File: config.mk
export PLATFORM = sky130hd
export DESIGN_NAME = jtag_data_register
export DESIGN_NICKNAME = d
export VERILOG_FILES = /design/src/rtl/jtag_data_register.sv
export SDC_FILE = /design/constraint.sdc
export NUM_CORES = 1
export LEC_CHECK = 0
export ABC_CLOCK_PERIOD_IN_PS = 2000
export BUFFER_PORTS_ARGS = -buffer_cell sky130_fd_sc_hd__buf_2
export CORE_MARGIN = 2
export CORE_UTILIZATION = 25
export CTS_BUF_LIST = sky130_fd_sc_hd__clkbuf_8
export CTS_CLUSTER_DIAMETER = 100
export DETAILED_ROUTE_END_ITERATION = 8
export PLACE_DENSITY = 0.48
export SYNTH_ARGS = -nofsm -noshare
export SYNTH_HDL_FRONTEND = slang
export SYNTH_SLANG_ARGS = --single-unit
File: constraint.sdc
create_clock -name ClockDR -period 2 [get_ports ClockDR]
set_clock_uncertainty 0.15 [all_clocks]
set_input_delay 0.1 -clock ClockDR [delete_from_list [all_inputs] [get_ports ClockDR]]
set_output_delay 0.1 -clock ClockDR [all_outputs]
set_load 0.01 [all_outputs]
File: src/rtl/jtag_data_register.sv
// JTAG test data register: WIDTH-bit capture/shift/update path with a
// shadow parallel register, 1-bit bypass mode and shift-length checking.
module jtag_data_register #(
    parameter  int               WIDTH        = 8,
    parameter  logic [WIDTH-1:0] RESET_VALUE  = '0,
    parameter  bit               LENGTH_CHECK = 1'b1,
    localparam int               CNT_W        = $clog2(WIDTH + 2)
) (
    input  logic             ClockDR,
    input  logic             TRST_n,
    input  logic             scan_in,
    input  logic             CaptureDR,
    input  logic             ShiftDR,
    input  logic             UpdateDR,
    input  logic             Select,
    input  logic             BypassMode,
    input  logic [WIDTH-1:0] capture_data,
    output logic             scan_out,
    output logic [WIDTH-1:0] parallel_out,
    output logic             update_strobe,
    output logic             length_error,
    output logic [CNT_W-1:0] shift_count
);

    localparam logic [CNT_W-1:0] CNT_FULL = CNT_W'(WIDTH);
    localparam logic [CNT_W-1:0] CNT_SAT  = CNT_W'(WIDTH + 1);

    logic [WIDTH-1:0] r_shift;
    logic             r_bypass;
    logic [CNT_W-1:0] r_count;
    logic [WIDTH-1:0] r_parallel;
    logic             r_upd;
    logic             r_err;

    logic             w_normal;
    logic             w_bypass;
    logic             w_do_upd;
    logic             w_len_ok;

    assign w_normal = Select & ~BypassMode;
    assign w_bypass = Select &  BypassMode;
    assign w_do_upd = w_normal & ~CaptureDR & ~ShiftDR & UpdateDR;
    assign w_len_ok = !LENGTH_CHECK || (r_count == CNT_FULL);

    // Shift path and shifted-bit counter
    always_ff @(posedge ClockDR or negedge TRST_n) begin
        if (!TRST_n) begin
            r_shift <= '0;
            r_count <= '0;
        end else if (w_normal) begin
            if (CaptureDR) begin
                r_shift <= capture_data;
                r_count <= '0;
            end else if (ShiftDR) begin
                r_shift <= {scan_in, r_shift[WIDTH-1:1]};
                if (r_count < CNT_SAT) begin
                    r_count <= r_count + 1'b1;
                end
            end
        end
    end

    // Bypass flop loads only during shift; capture or idle clears it
    always_ff @(posedge ClockDR or negedge TRST_n) begin
        if (!TRST_n) begin
            r_bypass <= 1'b0;
        end else if (w_bypass) begin
            r_bypass <= scan_in & ShiftDR;
        end else if (w_normal) begin
            r_bypass <= 1'b0;
        end
    end

    always_ff @(posedge ClockDR or negedge TRST_n) begin
        if (!TRST_n) begin
            r_parallel <= RESET_VALUE;
            r_upd      <= 1'b0;
            r_err      <= 1'b0;
        end else begin
            r_upd <= w_do_upd &  w_len_ok;
            r_err <= w_do_upd & ~w_len_ok;
            if (w_do_upd && w_len_ok) begin
                r_parallel <= r_shift;
            end
        end
    end

    assign scan_out      = BypassMode ? r_bypass : r_shift[0];
    assign parallel_out  = r_parallel;
    assign update_strobe = r_upd;
    assign length_error  = r_err;
    assign shift_count   = r_count;

endmodule

==> results.yml <==
global_route:
  antenna_found_initial: 0
  grt_pass1_vias: 865
  grt.busiest_layer: "met2"
  overflow: 0
  grt_pass1_wl_mm: 4.395
  grt.met3_usage: 0.02762
  gr-usage-met1: 0.1623
  grt_max_degree: 24
  use_met2: 0.1699
  groute.usage.overall: 0.1106
place:
  gp_congestion: 0.7586
  io_buffers: 30
  dp_hpwl_mm: 1.750
  place_area_um2: 1287
  dp_cells: 168
sta:
  clock.fmax_mhz: 582.2
  final.setup.tns_ns: 0
  setup_viol: 0
  slew_violations: 0
  hold_viol_final: 2
  final.min_clock_period_ns: 1.718
  slew_headroom: 0.6405
  holdWs_ns: -0.001285
  fin_crit_sh: 0.8588
  grt_setup_unrepaired: "no"
  worst_slew_pin_slew_ns: 0.5392
synthesis:
  syn_area_um2: 1080
  synth_top_family_by_area: "multiplexers"
  synth_xor_area_frac: 0
  synthSimpleGateAreaFrac: 0.09618
  synthDistinctLibCells: 27
  ys_ff_latch: 23
  synthCells: 89
  synth_top_area_cell: "dfrtp_1"
  synthAdderAreaFrac: 0.02317
  syn_area_per_cell_um2: 12.13
  synthMuxAreaShare: 0.1784
  synth_area_leaders: "dfrtp_1, mux2_2, o21ai_0"
  synthDominantCellAreaShare: 0.5330
  seq_area_frac_synth: 0.5330
  synth_warnings: 0
  synth_compound_area_frac: 0.1367
  synth_nets: 107
detailed_routing:
  drt_iter0_drc: 51
  drc: 0
  wl_mm: 2.464
  routedWlPerCell_um: 13.69
  vias_per_cell: 4.578
  first_pass_iters: 4
  num_vias: 824
  detail-route-antenna-nets: 0
hold_path:
  holdPathStages: 3
  hold-path-endpoint: "r_shift[0]"
  min_path_type: "input pin to flip-flop"
  min_from: "capture_data[0]"
finish:
  areaGrowthSynthToFinish_pct: 30.94
  multi_input_area_um2: 469.2
  fin_cells: 180
  drive_above_1_share: 0.3846
  final_cell_area_um2: 1414
  diodes: 0
  ff_latch_area_um2: 575.6
  nFillCells: 442
  fin_nets: 149
floorplanning:
  die_area_um2: 4861
  start_util: 0.2642
  die_w_um: 69.72
  dieHeight_um: 69.72
  rows: 23
  io_pins: 31
  design.core.area_um2: 4086
clock_tree:
  root_buffer: "clkbuf_8"
  cts_hold_buf: 8
  cts_sinks: 23
  numCtsBuffers: 3
  post_cts_resized: 0
  cts_tree: "yes"
  clockBufferDepth: 2
  clk_latency_ns: 0.26
  clk_pin_slew_ns: 0.09
  postCtsSetupRepairBufs: 0
  cts_max_level: 1
critical_path:
  cp-end-kind: "flip-flop"
  cpMaxStageDelayCell: "dfrtp_1"
  r2r_end: "parallel_out[0]"
  rr_startpoint: "shift_count[0]"
  crit_family: "flip-flops"
  critPathRequiredTime_ns: 2.00
  r2r_slack_ns: 0.28
  critPathArrivalTime_ns: 1.72
  crit_fanout: 9
  max_stage_delay_ns: 0.42
  crit_type: "flip-flop to flip-flop"
  crit_buf_inv: 1
  start_kind: "flip-flop"
  crit_chain: "inv_1 -> ha_1 -> and3b_2 -> nand4_4 -> mux2_2"
  rr_worst_depth: 5
power_and_ir_drop:
  ir_drop_mv: 0.3879
  p_leak_nw: 0.7384
  total_power_w: 0.0009955
  power-per-cell-area_nw_per_um2: 704.1
run_status:
  status: "complete, but fails checks"
  violations: "hold timing"
job:
  cap_viol_max_count: 0
[worst min-delay path, stage by stage]
cell,delay (ns)
buf_2,0.08
mux2i_1,0.07
o21ai_0,0.13
[area by class of cell]
cell class | instances | area share
sequential | 23 | 0.4071
inverter | 6 | 0.01593
clock buffer | 3 | 0.02920
timing repair buffer | 39 | 0.1681
tap | 50 | 0.04425
multi-input combinational | 58 | 0.3319
clock inverter | 1 | 0.003540
[cell usage in the layout (no fill, tap or decap)]
cell type / count
a31oi_1: 1
o311ai_0: 1
nand2_1: 1
o22a_1: 1
ha_1: 2
nand2b_1: 1
nor2b_4: 1
inv_1: 6
buf_2: 30
nor3_1: 1
buf_4: 1
nand3_1: 2
clkbuf_8: 3
or2_2: 1
dlygate4sd3_1: 8
a22o_1: 1
clkinv_2: 1
dfrtp_1: 23
and3b_2: 1
or2b_1: 1
o21a_1: 1
o2111a_1: 1
nor2b_1: 1
mux2_2: 10
mux2i_1: 8
nand4_4: 1
a41o_2: 1
nor2_1: 2
o21ai_0: 17
nand4_1: 1
[per-layer routing]
metal,wire length [um],part of all wire
met2,1088,0.44
met3,109,0.044
met4,12,0.0049
met5,0,0
met1,1252,0.51
[flip-flops by register name, indices dropped and copies added (netlist names)]
| signal | cells |
|---|---|
| parallel_out | 8 |
| r_shift | 8 |
| shift_count | 4 |
| update_strobe | 1 |
| r_bypass | 1 |
| length_error | 1 |
[kinds of logic after synthesis]
group,after synthesis
buf+inv,8
fa+ha+maj,2
simple gates,14
compound gates,24
mux,18
flops,23
[report_power, final]
group          switching [W]  internal [W]  leakage, nW  total, W
Combinational      0.0000798     0.0000790        0.405  0.000159
Sequential         0.0000346      0.000507        0.308  0.000542
Clock               0.000156      0.000139       0.0255  0.000295
Total               0.000270      0.000725        0.738  0.000996
[per-stage QoR]
| stage | util | hold slack, ns | setup slack, ns |
|---|---|---|---|
| after floorplan | - | -0.3456 | 0.3410 |
| after global placement | 0.3151 | -0.04138 | 0.3337 |
| after detailed placement | 0.3151 | -0.04122 | 0.2775 |
| after CTS | 0.3460 | 0.003565 | 0.2627 |
| after global routing | 0.3460 | 0.01294 | 0.1199 |
| final | 0.3460 | -0.001285 | 0.2825 |
[worst max path at each step]
stage,startpoint,end,slack (ns),cells past startpoint
after global routing,shift_count[1],shift_count[0],0.12,5
after global placement,shift_count[0],parallel_out[6],0.33,5
after floorplan,shift_count[0],parallel_out[0],0.34,5
after CTS,shift_count[0],parallel_out[0],0.26,5
after detailed placement,shift_count[0],parallel_out[0],0.28,5
final,shift_count[0],parallel_out[0],0.28,5
[Yosys cell counts]
master and n:
nand3_1 2, and3b_2 1, nor2b_4 1, o311ai_0 1, ha_1 2, nor3_1 1
buf_4 1, o2111a_1 1, o22a_1 1, dfrtp_1 23, a31oi_1 1, or2b_1 1
o21ai_0 17, nand2b_1 1, mux2i_1 8, o21a_1 1, nand2_1 1, nand4_4 1
nand4_1 1, nor2b_1 1, a22o_1 1, nor2_1 2, mux2_2 10, buf_2 1
a41o_2 1, inv_1 6, or2_2 1
No activity file was read; power rests on OpenSTA's default activity.
